**config.mk**
```make
export PLATFORM = sky130hd
export DESIGN_NAME = wr_mem_arb
export DESIGN_NICKNAME = d
export VERILOG_FILES = /design/src/rtl/wr_mem_arb.sv
export SDC_FILE = /design/constraint.sdc
export NUM_CORES = 1
export LEC_CHECK = 0
export ABC_AREA = 1
export CORE_AREA = 3 3 661 663
export DETAILED_ROUTE_END_ITERATION = 16
export DIE_AREA = 0 0 664 666
export SETUP_SLACK_MARGIN = 0.5
export SLEW_MARGIN = 20
export SYNTH_ARGS = -nofsm -noshare
export SYNTH_HDL_FRONTEND = slang
export SYNTH_SLANG_ARGS = --single-unit
export TNS_END_PERCENT = 100
```
**constraint.sdc**
```tcl
create_clock -name clk -period 3.5 [get_ports clk]
set_clock_uncertainty 0.05 [all_clocks]
set_input_delay 0.525 -clock clk [delete_from_list [all_inputs] [get_ports clk]]
set_output_delay 0.525 -clock clk [all_outputs]
set_load 0.01 [all_outputs]
```
**src/rtl/wr_mem_arb.sv**
```systemverilog
// Round-robin arbiter giving NUM_SRCS write requesters turns on one write-memory port.
// A grant owns the port from the request handshake through the done handshake.
module wr_mem_arb #(
  parameter  int NUM_SRCS = 2,
  parameter  int ADDR_W   = 32,
  parameter  int SIZE_W   = 16,
  parameter  int DATA_W   = 512,
  localparam int ID_W     = (NUM_SRCS > 1) ? $clog2(NUM_SRCS) : 1
) (
  input  logic                         clk,
  input  logic                         rst_n,
  input  logic [NUM_SRCS-1:0]          src_wr_mem_req_val,
  output logic [NUM_SRCS-1:0]          wr_mem_src_req_rdy,
  input  logic [NUM_SRCS*ADDR_W-1:0]   src_wr_mem_req_addr,
  input  logic [NUM_SRCS*SIZE_W-1:0]   src_wr_mem_req_size,
  input  logic [NUM_SRCS-1:0]          src_wr_mem_req_data_val,
  output logic [NUM_SRCS-1:0]          wr_mem_src_req_data_rdy,
  input  logic [NUM_SRCS*DATA_W-1:0]   src_wr_mem_req_data,
  output logic [NUM_SRCS-1:0]          wr_mem_src_wr_req_done,
  input  logic [NUM_SRCS-1:0]          src_wr_mem_wr_req_done_rdy,
  output logic                         arb_wr_mem_req_val,
  input  logic                         wr_mem_arb_req_rdy,
  output logic [ADDR_W-1:0]            arb_wr_mem_req_addr,
  output logic [SIZE_W-1:0]            arb_wr_mem_req_size,
  output logic                         arb_wr_mem_req_data_val,
  input  logic                         wr_mem_arb_req_data_rdy,
  output logic [DATA_W-1:0]            arb_wr_mem_req_data,
  input  logic                         wr_mem_arb_wr_req_done,
  output logic                         arb_wr_mem_wr_req_done_rdy,
  output logic                         grant_val,
  output logic [ID_W-1:0]              grant_id
);
  localparam int BYTES = DATA_W / 8;
  localparam int LOG2B = $clog2(BYTES);

  typedef enum logic [1:0] {IDLE, REQ, DATA, DONE} state_t;

  state_t              r_state, w_nxt;
  logic [ID_W-1:0]     r_rr_ptr, r_grant, w_sel;
  logic [ADDR_W-1:0]   r_addr;
  logic [SIZE_W-1:0]   r_size, r_beats, w_sel_beats;
  logic [SIZE_W:0]     w_sum;
  logic                w_found, w_data_hs, w_done_hs;
  int                  w_idx;

  logic [NUM_SRCS-1:0][ADDR_W-1:0] w_addr;
  logic [NUM_SRCS-1:0][SIZE_W-1:0] w_size;
  logic [NUM_SRCS-1:0][DATA_W-1:0] w_data;

  assign w_addr = src_wr_mem_req_addr;
  assign w_size = src_wr_mem_req_size;
  assign w_data = src_wr_mem_req_data;

  // First requester at or after the round-robin pointer, wrapping.
  always_comb begin
    w_sel   = '0;
    w_found = 1'b0;
    w_idx   = 0;
    for (int i = 0; i < NUM_SRCS; i++) begin
      w_idx = int'(r_rr_ptr) + i;
      if (w_idx >= NUM_SRCS) w_idx = w_idx - NUM_SRCS;
      if (!w_found && src_wr_mem_req_val[w_idx]) begin
        w_found = 1'b1;
        w_sel   = ID_W'(w_idx);
      end
    end
  end

  // One extra bit so ceil(size/BYTES) cannot overflow near the top of the size range.
  assign w_sum       = {1'b0, w_size[w_sel]} + (SIZE_W+1)'(BYTES - 1);
  assign w_sel_beats = SIZE_W'(w_sum >> LOG2B);

  always_comb begin
    w_nxt                      = r_state;
    w_data_hs                  = 1'b0;
    w_done_hs                  = 1'b0;
    wr_mem_src_req_rdy         = '0;
    wr_mem_src_req_data_rdy    = '0;
    wr_mem_src_wr_req_done     = '0;
    arb_wr_mem_req_val         = 1'b0;
    arb_wr_mem_req_data_val    = 1'b0;
    arb_wr_mem_wr_req_done_rdy = 1'b0;
    arb_wr_mem_req_data        = w_data[r_grant];
    case (r_state)
      IDLE: if (|src_wr_mem_req_val) w_nxt = REQ;
      REQ: begin
        arb_wr_mem_req_val = 1'b1;
        if (wr_mem_arb_req_rdy) begin
          wr_mem_src_req_rdy[r_grant] = 1'b1;
          w_nxt = (r_beats != '0) ? DATA : DONE;
        end
      end
      DATA: begin
        arb_wr_mem_req_data_val          = src_wr_mem_req_data_val[r_grant];
        wr_mem_src_req_data_rdy[r_grant] = wr_mem_arb_req_data_rdy;
        w_data_hs = src_wr_mem_req_data_val[r_grant] & wr_mem_arb_req_data_rdy;
        if (w_data_hs && r_beats == SIZE_W'(1)) w_nxt = DONE;
      end
      DONE: begin
        wr_mem_src_wr_req_done[r_grant] = wr_mem_arb_wr_req_done;
        arb_wr_mem_wr_req_done_rdy      = src_wr_mem_wr_req_done_rdy[r_grant];
        w_done_hs = wr_mem_arb_wr_req_done & src_wr_mem_wr_req_done_rdy[r_grant];
        if (w_done_hs) w_nxt = IDLE;
      end
      default: w_nxt = IDLE;
    endcase
  end

  always_ff @(posedge clk or negedge rst_n) begin
    if (!rst_n) begin
      r_state  <= IDLE;
      r_rr_ptr <= '0;
      r_grant  <= '0;
      r_addr   <= '0;
      r_size   <= '0;
      r_beats  <= '0;
    end else begin
      r_state <= w_nxt;
      if (r_state == IDLE && w_found) begin
        r_grant <= w_sel;
        r_addr  <= w_addr[w_sel];
        r_size  <= w_size[w_sel];
        r_beats <= w_sel_beats;
      end
      if (w_data_hs) r_beats <= r_beats - SIZE_W'(1);
      if (w_done_hs) r_rr_ptr <= (r_grant == ID_W'(NUM_SRCS - 1)) ? '0 : r_grant + ID_W'(1);
    end
  end

  assign arb_wr_mem_req_addr = r_addr;
  assign arb_wr_mem_req_size = r_size;
  assign grant_val           = (r_state != IDLE);
  assign grant_id            = grant_val ? r_grant : '0;

endmodule

```
# ---- Yosys cells after proc, flatten, opt, wreduce, memory -nomap -nowiden
# Cells that the tools add are included.
dict set report word_totals {
  elab_cells 85
  out_inout_bits 571
  register_bits 68
}
dict set report classes {
  bitwise 4
  order_cmp 7
  addsub 6
  reduce_logical 11
  mux 43
  eq_ne 8
}
# cell count
set op_table {}
lappend op_table {{512-bit two-way mux} 2}
lappend op_table {{32-bit two-way mux} 4}
lappend op_table {{32-bit by 3-bit < comparator with 1-bit output, second input constant} 2}
lappend op_table {{16-bit two-way mux} 4}
lappend op_table {{1-bit two-way mux} 23}
lappend op_table {{16-bit by 6-bit adder with 17-bit output, second input constant} 1}
lappend op_table {{16-bit by 1-bit equality test with 1-bit output, second input constant} 1}
lappend op_table {{2-bit two-way mux} 8}
lappend op_table {{16-bit nonzero test} 1}
lappend op_table {{16-bit by 1-bit subtractor with 16-bit output, second input constant} 1}
lappend op_table {{2-bit != test, second input constant} 4}
lappend op_table {{2-bit case mux with 4 select lines} 1}
lappend op_table {{2-bit bitwise AND} 2}
lappend op_table {{2-bit equality test, second input constant} 2}
lappend op_table {{1-bit logical AND} 4}
lappend op_table {{1-bit by 2-bit < comparator with 1-bit output, second input constant} 2}
lappend op_table {{4-bit AND reduction} 1}
lappend op_table {{2-bit nonzero test} 2}
lappend op_table {{1-bit by 2-bit subtractor with 3-bit output, second input constant} 1}
lappend op_table {{2-bit by 2-bit subtractor with 3-bit output, second input constant} 1}
lappend op_table {{1-bit by 1-bit adder with 2-bit output, second input constant} 1}
lappend op_table {{1-bit bitwise AND} 2}
lappend op_table {{2-bit by 1-bit equality test with 1-bit output, second input constant} 1}
lappend op_table {{1-bit by 2-bit >= comparator with 1-bit output, second input constant} 1}
lappend op_table {{other kinds (7)} 7}

# ---- Logic depth before layout (Yosys ltp)
# Gate-level depths: netlist of the first run.
dict set report logic_depth {
  ltp_word 14
  mapped_depth 15
}

# ---- Worst setup path after synthesis of the first run
# Ideal clock, no wire load.
dict set report synth_timing {
  kind {reg2out}
  startpoint {register r_grant}
  endpoint {output arb_wr_mem_req_data[284]}
  slack_ps 1515
  arrival_time_ps 1410
  stages_incl_launch_ff 8
  cell_sequence {dfrtp_1 buf_2 inv_2 buf_2 clkbuf_1 clkbuf_1 nand2_1 nand2_1}
}
dict set report synth_via {
  elab_chain_len 2
}
# element line_no
set synth_lines {}
lappend synth_lines {{start, declared} 39} ;# logic [ID_W-1:0] r_rr_ptr, r_grant, w_sel;
lappend synth_lines {{start signal, assigned} 120} ;# r_grant <= w_sel;
lappend synth_lines {{512-bit two-way mux (implied by the code) (2 in series)} 83} ;# arb_wr_mem_req_data = w_data[r_grant];
lappend synth_lines {{end, declared} 27} ;# output logic [DATA_W-1:0] arb_wr_mem_req_data,
# No other way between the ends. The select of a mux whose other input is x is not followed.

# ---- Worst setup path in the final report of the first run
dict set report layout_timing {
  startpoint {register r_grant}
  endpoint {output arb_wr_mem_req_data_val}
}
dict set report layout_via {
  elab_chain_len 3
}
# element line_no
set layout_lines {}
lappend layout_lines {{1-bit two-way mux (implied by the code) (2 in series)} 94} ;# arb_wr_mem_req_data_val = src_wr_mem_req_data_val[r_grant];
lappend layout_lines {{1-bit two-way mux} 84} ;# case (r_state)
lappend layout_lines {{end, declared} 25} ;# output logic arb_wr_mem_req_data_val,
# No other way between the ends. The select of a mux whose other input is x is not followed.

==> results of run 1 <==
-- through the flow --
step,hold WS [ns],util (%)
global route,0.1706,9.075
CTS,0.2897,8.970
floorplan,0.1794,-
finish,0.1490,9.115
global placement,0.4180,8.728
detailed placement,0.4255,8.728
-- synthesized netlist by cell type (6+ instances only) --
library cell / instances
buf_1: 11
buf_2: 37
clkbuf_1: 84
dfrtp_1: 68
ha_1: 6
inv_1: 46
inv_2: 6
nand2_1: 1674
nand2_2: 10
nand3_1: 30
nor2_1: 69
nor2_2: 10
nor3_1: 6
o21ai_0: 86
o21ai_1: 17
-- power by group through the flow --
stage | sequential (mW) | clock [mW] | combinational, mW
4_1_cts | 1.54 | 1.05 | 24.9
3_3_place_gp | 1.54 | 0 | 24.0
5_1_grt | 1.59 | 1.08 | 25.6
6_report | 1.56 | 1.03 | 24.7
2_1_floorplan | 1.47 | 0 | 5.28
3_5_place_dp | 1.55 | 0 | 23.9
-- timing repair --
item	in CTS	in global routing
hold buffers	0	0
buffers inserted	11	9
setup endpoints to repair	198	109
pin swaps	0	0
cloned	12	6
gates resized for setup	158	58
-- cell families (layout without fill, tap and decap cells) --
| kind of cell | Yosys count | count (layout) | share of synthesized area, % |
|---|---|---|---|
| AOI/OAI and AO/OA | 126 | 126 | 6.518 |
| xor gates and xnor gates | 1 | 1 | 0.08499 |
| adders and majority gates | 6 | 6 | 0.7283 |
| buffers and inverters | 193 | 1924 | 7.842 |
| DFF | 68 | 68 | 16.51 |
| muxes | 3 | 3 | 0.3035 |
| other | 0 | 88 | 0 |
| and+or+nand+nor | 1817 | 1817 | 68.01 |
-- worst max-delay path, stage by stage (launching register included) --
cell,delay (ns)
dfrtp_4,0.57
buf_8,0.18
bufbuf_16,0.30
nand2_1,0.07
nand2_1,0.07
inv_2,0.33
nor2_1,0.08
clkdlybuf4s50_1,0.50
-- per-layer routing --
metal  vias up  global-route usage [%]  wire length (um)
li1      10260                       -                 -
met1     11390                   18.23            145100
met2      2321                   26.81            170900
met3      1020                   12.26             62180
met4       386                   3.698             14170
met5         -                  0.4883              2833
-- layout make-up --
class	count	area (um^2)	share of cell area (%)
timing repair buffer	1854	21660	55.14
multi-input combinational	1953	8020	20.42
tap	5710	7144	18.19
sequential	68	1705	4.342
clock buffer	9	225.2	0.5734
inverter	54	221.5	0.5639
antenna	88	220.2	0.5607
clock inverter	7	81.33	0.2071
-- sequential cells by signal, indices dropped and copies added (netlist names) --
name and cells:
r_beats 16, r_grant 1, r_state 2, arb_wr_mem_req_addr 32, r_rr_ptr 1, arb_wr_mem_req_size 16
-- worst paths after layout --
| check | start | end | slack [ns] | cells after the start |
|---|---|---|---|---|
| max in group asynchronous | rst_n | r_grant$_DFFE_PN0P_ | 2.63 | 1 |
| max reg2reg | r_grant$_DFFE_PN0P_ | r_beats[15]$_DFFE_PN0P_ | 0.72 | 11 |
| max | r_grant$_DFFE_PN0P_ | arb_wr_mem_req_data_val | 0.40 | 7 |
| min in group clk | arb_wr_mem_req_addr[3]$_DFFE_PN0P_ | arb_wr_mem_req_addr[3]$_DFFE_PN0P_ | 0.44 | 2 |
| min | rst_n | arb_wr_mem_req_size[9]$_DFFE_PN0P_ | 0.15 | 1 |
| min reg2reg | arb_wr_mem_req_addr[3]$_DFFE_PN0P_ | arb_wr_mem_req_addr[3]$_DFFE_PN0P_ | 0.44 | 2 |
==> run metrics, run 1 <==
status complete, no violations; HP Class input port to async pin; Slew headroom 39.33%; H-tree levels 3; vias in the first global route 22930; Data arrival, critical path 2.53 ns; clock power share 3.8%; Vias 25380; clock-pin slew on the worst setup and hold paths 0.09 ns; largest net degree at the start of global routing 69; sequential-to-total area share from yosys stat 16.51%; Post-synth EDFFs 0; Worst-Skew Late Latency 0.39 ns; Post-Layout Cell Count 9743; GP Congestion 1.125; CTS root buffer clkbuf_16; DR iter-0 viols 2397; worst setup margin 0.3966 ns; Post-DP HPWL 371100 um; Tcrit/Tclk final 88.67%; CTS tree done; Detail Route Antenna Nets 0; Routed wire per std cell 40.56 um; Peak VDD IR 0.3424 mV; Post-Syn Nets 3351; total power draw 27.28 mW; placed cell count 9601; row count 241; clk buf depth 2; post-synthesis to final-layout area growth 281.1%; WP data required 2.92 ns; core outline area 0.4309 mm^2; CTS Sinks 68; initial antenna violation count 514; CP Capture Type primary output; Final Setup Violations 0; Sequential Power Share 5.7%; max-slew violations 0; FF+latch count, synth 68; worst slack, placed 0.4005 ns; Num CTS Buffers 9; Setup CP Type flop to primary output; Yosys top cell by area nand2_1; largest cells by area after synthesis nand2_1, dfrtp_1, o21ai_0; MaxCap Viol Count 0; Cells after Synth 2214; Filler Cell Count 50350; Combinational Power Share 90.5%; Post-route DRC 0; Switching Fraction 58.00%; Total Routed Length 395200 um; Post-Syn Area 0.01031 mm^2; Hold Vio Cnt, Final 0; crit path max fanout 5; Int Power 11.46 mW; Port Buf Inserts 1701; P_leak 16.26 nW; initial core utilization 2.392%; dpl cell area 0.03761 mm^2; Primary FF master, synth dfrtp_1; Synth async-reset ratio 100.0%; Yosys cell types 39; most frequent cells in the layout nand2_1, clkdlybuf4s50_1, buf_12; DR pass1 iterations 5; Die Span Y 666 um; final setup TNS 0 ns; number of top-level pins 1702; via/cell ratio 2.605; Worst Max-Slew Pin Slew 0.9073 ns; Die Width 664 um; CP startpoint kind flop; most common cell after layout, fill and taps aside nand2_1; area share of the largest cell type after synthesis 60.96%; Synthesis Warnings 0; crit path time final 3.103 ns; Sw Pwr 15.82 mW; GRT Util Overall 16.98%; FMAX 322.2 MHz; Pwr per Cell Area 694.5 mW/mm^2; Syn Area/Cell 4.656 um^2; Final nets 5077; RSZ-0062 raised after global routing yes; first-pass GRT wire length 442700 um; die area 0.4422 mm^2; final instance area 0.03928 mm^2; Overflow after GRT 0; share of layout cells above drive strength 1 15.69%
Note: power is estimated with default switching activity, not from simulation.
==> inputs of run 2 (changes only) <==
--- a/config.mk
+++ b/config.mk
@@ -6,9 +6,11 @@
 export NUM_CORES = 1
 export LEC_CHECK = 0
 export ABC_AREA = 1
-export CORE_AREA = 3 3 661 663
+export CORE_AREA = 3 3 668 670
+export CTS_BUF_LIST = sky130_fd_sc_hd__clkbuf_16
 export DETAILED_ROUTE_END_ITERATION = 16
-export DIE_AREA = 0 0 664 666
+export DIE_AREA = 0 0 671 673
+export DONT_BUFFER_PORTS = 1
 export SETUP_SLACK_MARGIN = 0.5
 export SLEW_MARGIN = 20
 export SYNTH_ARGS = -nofsm -noshare
==> run metrics, run 2 (synthesis gave the netlist of run 1 again) <==
status complete, no violations (unchanged); Vias 19010 (was 25380); Hold Vio Cnt, Final 0 (unchanged); Num CTS Buffers 9 (unchanged); placed cell count 8191 (was 9601); row count 244 (was 241); clk buf depth 2 (unchanged); MaxCap Viol Count 0 (unchanged); crit path from r_grant$_DFFE_PN0P_ (unchanged); CTS root buffer clkbuf_16 (unchanged); Post-Layout Cell Count 8304 (was 9743); Filler Cell Count 52820 (was 50350); CP startpoint kind flop (unchanged); R2R Setup Slk 0.79 ns (was 0.72 ns); WP data required 2.92 ns (about the same); GRT Util Overall 17.20% (was 16.98%); most frequent cells in the layout nand2_1, buf_4, o21ai_0 (was nand2_1, clkdlybuf4s50_1, buf_12); CP Capture Point arb_wr_mem_req_data[137] (was arb_wr_mem_req_data_val); Routed wire per std cell 48.94 um (was 40.56 um); max-slew violations 0 (unchanged); RSZ-0062 raised after global routing yes (unchanged); via/cell ratio 2.289 (was 2.605); Detail Route Antenna Nets 0 (unchanged); most common cell after layout, fill and taps aside nand2_1 (unchanged); DR pass1 iterations 5 (unchanged); Tcrit/Tclk final 85.68% (was 88.67%); final setup TNS 0 ns (unchanged); Final Setup Violations 0 (unchanged); Total Routed Length 406400 um (was 395200 um); R2R Path End r_beats[5]$_DFFE_PN0P_ (was r_beats[15]$_DFFE_PN0P_); CP Capture Type primary output (unchanged); HP Class input port to async pin (unchanged); GP Congestion 1.062 (was 1.125); largest net degree at the start of global routing 103 (was 69); H-tree levels 3 (unchanged); first-pass GRT wire length 444400 um (was 442700 um); share of layout cells above drive strength 1 13.46% (was 15.69%); number of top-level pins 1702 (unchanged); initial core utilization 2.336% (was 2.392%); vias in the first global route 16630 (was 22930); crit path time final 2.999 ns (was 3.103 ns); Die Span Y 673 um (was 666 um); core outline area 0.4411 mm^2 (was 0.4309 mm^2); clock-pin slew on the worst setup and hold paths 0.06 ns (was 0.09 ns); die area 0.4516 mm^2 (was 0.4422 mm^2); CTS Sinks 68 (unchanged); Worst-Skew Late Latency 0.34 ns (was 0.39 ns); Overflow after GRT 0 (unchanged); Setup CP Type flop to primary output (unchanged); DR iter-0 viols 1846 (was 2397); Post-DP HPWL 387800 um (was 371100 um); Largest register FFs 32 (unchanged); crit path max fanout 73 (was 5); Port Buf Inserts 0 (was 1701); CTS tree done (unchanged); Die Width 671 um (was 664 um); initial antenna violation count 536 (was 514); P_leak 7.951 nW (was 16.26 nW); Peak VDD IR 0.3190 mV (was 0.3424 mV); Data arrival, critical path 2.42 ns (was 2.53 ns); Slew headroom 47.70% (was 39.33%); R2R cell count 11 (unchanged); Final nets 3444 (was 5077); R2R Path Start r_state[0]$_DFFE_PN0P_ (was r_grant$_DFFE_PN0P_); Worst Max-Slew Pin Slew 0.7844 ns (was 0.9073 ns); FMAX 333.5 MHz (was 322.2 MHz); post-synthesis to final-layout area growth 97.85% (was 281.1%); Post-route DRC 0 (unchanged); Pwr per Cell Area 903.4 mW/mm^2 (was 694.5 mW/mm^2)
run 2: cell count changes in the layout (fill, tap and decap cells not counted), sizes merged:
| cell | previous run | this run |
|---|---|---|
| clkbuf | 16 | 10 |
| inv | 56 | 55 |
| dlymetal6s2s | 33 | 0 |
| clkinv | 3 | 4 |
| dlygate4sd2 | 56 | 0 |
| bufbuf | 7 | 1 |
| clkdlybuf4s50 | 1266 | 0 |
| buf | 485 | 218 |
| diode | 88 | 89 |
run 2: what timing repair did:
action | CTS | global route
gates resized for setup | 57 | 2
setup endpoints to repair | 61 | 4
hold buffers | 1 | 0
pin swaps | 1 | 1
cloned | 3 | 1
setup buffers | 4 | 0
hold endpoints to repair | 68 | 0
run 2: final cells by class:
cell class	instances	area [um^2]	area share, %
multi-input cells	1953	7995	39.20
repair inverters	1	8.758	0.04295
well taps	5904	7387	36.22
clock buffers	9	225.2	1.104
diodes	89	222.7	1.092
inverters	54	221.5	1.086
clock inverters	6	65.06	0.3190
repair buffers	220	2562	12.57
flip-flops and latches	68	1705	8.363
run 2: stage by stage:
stage / worst slack, ns / util (%) / cell area, um^2 / hold WS [ns] / total power, mW
2_1_floorplan: 1.515 / - / 10310 / 0.1794 / 6.752
3_3_place_gp: 0.08822 / 4.424 / 19520 / 0.1830 / 17.57
3_5_place_dp: 0.01999 / 4.424 / 19520 / 0.1838 / 17.60
4_1_cts: 0.4508 / 4.567 / 20150 / 0.03592 / 18.96
5_1_grt: 0.4505 / 4.583 / 20220 / 0.03800 / 19.25
6_report: 0.5013 / 4.623 / 20390 / 0.01966 / 18.42
run 2: metal layers:
metal | vias up | routed length (um) | track usage [%]
li1 | 7000 | - | -
met1 | 8571 | 147400 | 18.26
met2 | 1979 | 172700 | 26.49
met3 | 1048 | 71640 | 14.19
met4 | 410 | 11910 | 2.897
met5 | - | 2745 | 0
run 2: how the worst min path moves through the flow:
stage           from                                  end  slack, ns  cells past startpoint
2_1_floorplan  rst_n   arb_wr_mem_req_addr[0]$_DFFE_PN0P_       0.18                      0
3_3_place_gp   rst_n  arb_wr_mem_req_size[13]$_DFFE_PN0P_       0.18                      0
3_5_place_dp   rst_n  arb_wr_mem_req_size[13]$_DFFE_PN0P_       0.18                      0
4_1_cts        rst_n  arb_wr_mem_req_addr[25]$_DFFE_PN0P_       0.04                      1
5_1_grt        rst_n   arb_wr_mem_req_addr[2]$_DFFE_PN0P_       0.04                      1
6_report       rst_n   arb_wr_mem_req_size[7]$_DFFE_PN0P_       0.02                      1
run 2: report_power, final:
part	total, mW	internal [mW]	switching, mW
Combinational	15.8	3.14	12.7
Clock	0.947	0.550	0.397
Sequential	1.68	1.15	0.538
run 2: critical path, cell delays in order, from the launching register on:
cell	delay, ns
dfrtp_4	0.54
buf_4	0.16
buf_12	0.14
buf_12	0.31
nand2_1	0.33
nand2_1	0.45
==> inputs of run 3 (changes only) <==
--- a/config.mk
+++ b/config.mk
@@ -11,6 +11,7 @@
 export DETAILED_ROUTE_END_ITERATION = 16
 export DIE_AREA = 0 0 671 673
 export DONT_BUFFER_PORTS = 1
+export GPL_TIMING_DRIVEN = 0
 export SETUP_SLACK_MARGIN = 0.5
 export SLEW_MARGIN = 20
 export SYNTH_ARGS = -nofsm -noshare
==> run metrics, run 3 (synthesis gave the netlist of run 1 again) <==
status complete, but fails checks (was complete, no violations); FMAX 319.2 MHz (was 333.5 MHz); Pwr per Cell Area 977.0 mW/mm^2 (was 903.4 mW/mm^2); Port Buf Inserts 0 (unchanged); Total Routed Length 405000 um (was 406400 um); R2R cell count 8 (was 11); P_leak 7.332 nW (was 7.951 nW); Data arrival, critical path 2.56 ns (was 2.42 ns); RSZ-0062 raised after global routing yes (unchanged); post-synthesis to final-layout area growth 95.02% (was 97.85%); final setup TNS 0 ns (unchanged); core outline area 0.4411 mm^2 (unchanged); Worst-Skew Late Latency 0.34 ns (about the same); Hold Vio Cnt, Final 0 (unchanged); first-pass GRT wire length 439300 um (was 444400 um); final hold slack 0.03471 ns (was 0.01966 ns); DR pass1 iterations 8 (was 5); Worst Max-Slew Pin Slew 1.500 ns (was 0.7844 ns); initial core utilization 2.336% (unchanged); Slew headroom -0.5754% (was 47.70%); Final Setup Violations 0 (unchanged); slowest stage cell on the critical path nor3_2 (was dfrtp_4); largest net degree at the start of global routing 69 (was 103); violated checks max-capacitance violations, max-slew violations; clk buf depth 2 (unchanged); crit path max fanout 4 (was 73); initial antenna violation count 464 (was 536); number of top-level pins 1702 (unchanged); row count 244 (unchanged); Final Core Density 4.557% (was 4.623%); R2R Path Start r_state[0]$_DFFE_PN0P_ (unchanged); Overflow after GRT 0 (unchanged); crit path from r_state[1]$_DFFE_PN0P_ (was r_grant$_DFFE_PN0P_); total power draw 19.64 mW (was 18.42 mW); Post-route DRC 0 (unchanged); Detail Route Antenna Nets 0 (unchanged); CP startpoint kind flop (unchanged); most common cell after layout, fill and taps aside nand2_1 (unchanged); Routed wire per std cell 49.05 um (was 48.94 um); WP data required 2.92 ns (about the same); CP most frequent cell inv_1; most frequent cells in the layout nand2_1, nand2_2, o21ai_0 (was nand2_1, buf_4, o21ai_0); CP Capture Type primary output (unchanged); Final nets 3368 (was 3444); Largest register FFs 32 (unchanged); Filler Cell Count 52680 (was 52820); crit path time final 3.133 ns (was 2.999 ns); H-tree levels 3 (unchanged); Post-DP HPWL 389500 um (was 387800 um); CTS root buffer clkbuf_16 (unchanged); via/cell ratio 2.383 (was 2.289); HP Class input port to async pin (unchanged); MaxCap Viol Count 1 (was 0); Die Width 671 um (unchanged); Num CTS Buffers 9 (unchanged); vias in the first global route 15750 (was 16630); CTS tree done (unchanged); clock-pin slew on the worst setup and hold paths 0.06 ns (about the same); CTS Sinks 68 (unchanged); DR iter-0 viols 2493 (was 1846); GP Congestion 1.206 (was 1.062); Tcrit/Tclk final 89.50% (was 85.68%); Vias 19670 (was 19010); critical-path cell list inv_1 -> ha_1 -> inv_1 -> nor3_2 (was buf_4 -> buf_12 -> buf_12 -> nand2_1 -> nand2_1); die area 0.4516 mm^2 (unchanged); Die Span Y 673 um (unchanged); slowest stage delay, CP 1.16 ns (was 0.54 ns); max-slew violations 1 (was 0); GRT Util Overall 17.10% (was 17.20%); share of layout cells above drive strength 1 22.15% (was 13.46%); Peak VDD IR 0.4300 mV (was 0.3190 mV); Setup CP Type flop to primary output (unchanged)
==> run 3: cell types whose count changed in the layout (fill, tap and decap cells not counted), sizes merged <==
cell      before  now
clkbuf        10   96
clkinv         4    6
bufinv         1    0
bufbuf         1    0
diode         89  117
buf          218   58
clkinvlp       1    0
inv           55   54
==> run 3: critical path: cells and delay by family (launching register included) <==
kind,cells,cell delay [ns]
adder cells (fa/ha/maj),1,0.35
buffers and inverters,2,0.27
flip-flops,1,0.40
AND/OR/NAND/NOR,1,1.16
==> run 3: repair_timing <==
| action | in CTS | in global routing |
|---|---|---|
| pin swaps | 3 | 1 |
| endpoints found under the setup margin | 517 | 122 |
| hold buffers | 1 | 0 |
| hold endpoints to repair | 68 | 0 |
| resized for setup | 485 | 56 |
| setup buffers | 1 | 0 |
==> run 3: path summary, 6_finish.rpt <==
| check | end | slack, ns |
|---|---|---|
| worst max-delay path | wr_mem_src_req_rdy[0] | 0.37 |
| max in group asynchronous | r_grant$_DFFE_PN0P_ | 3.06 |
| worst min-delay path | arb_wr_mem_req_size[14]$_DFFE_PN0P_ | 0.03 |
| worst min register to register | r_beats[12]$_DFFE_PN0P_ | 0.42 |
| worst max register to register | arb_wr_mem_req_addr[13]$_DFFE_PN0P_ | 0.93 |
| min in group clk | r_rr_ptr$_DFFE_PN0P_ | 0.27 |
==> run 3: area by class of cell <==
cell class              count  area (um^2)  share of cell area (%)
diodes                    117        292.8                   1.456
clock inverters             6        23.77                  0.1183
well taps                5904         7387                   36.75
plain buffers             139        888.4                   4.419
flip-flops and latches     68         1702                   8.465
repair buffers              6        142.6                  0.7096
inverters                  54        210.2                   1.046
clock buffers               9        225.2                   1.120
multi-input cells        1953         9230                   45.92
==> run 3: per-stage QoR <==
step                      instance area, um^2  instances  worst slack, ns
final                                   20100       8256           0.3674
after global routing                    19870       8162           0.4508
after CTS                               19680       8139           0.3071
after detailed placement                17840       8122           -1.426
after global placement                  17690       8118           -2.748
after floorplan                         10310       2214            1.515
==> run 3: where the power goes <==
group          switching [mW]  leakage, nW  internal, mW
clock network           0.357        0.127         0.462
registers               0.523        0.827          1.14
logic                    14.8         6.38          2.34
total                    15.7         7.33          3.95
==> run 3: layer usage <==
metal	vias up	share of wire, %	track usage (%)	wire (um)
met5	-	0.55	0.7155	2213
met4	304	4.3	4.718	17460
li1	6889	-	-	-
met2	2416	41	25.26	165300
met3	969	19	14.80	75530
met1	9092	36	17.86	144500
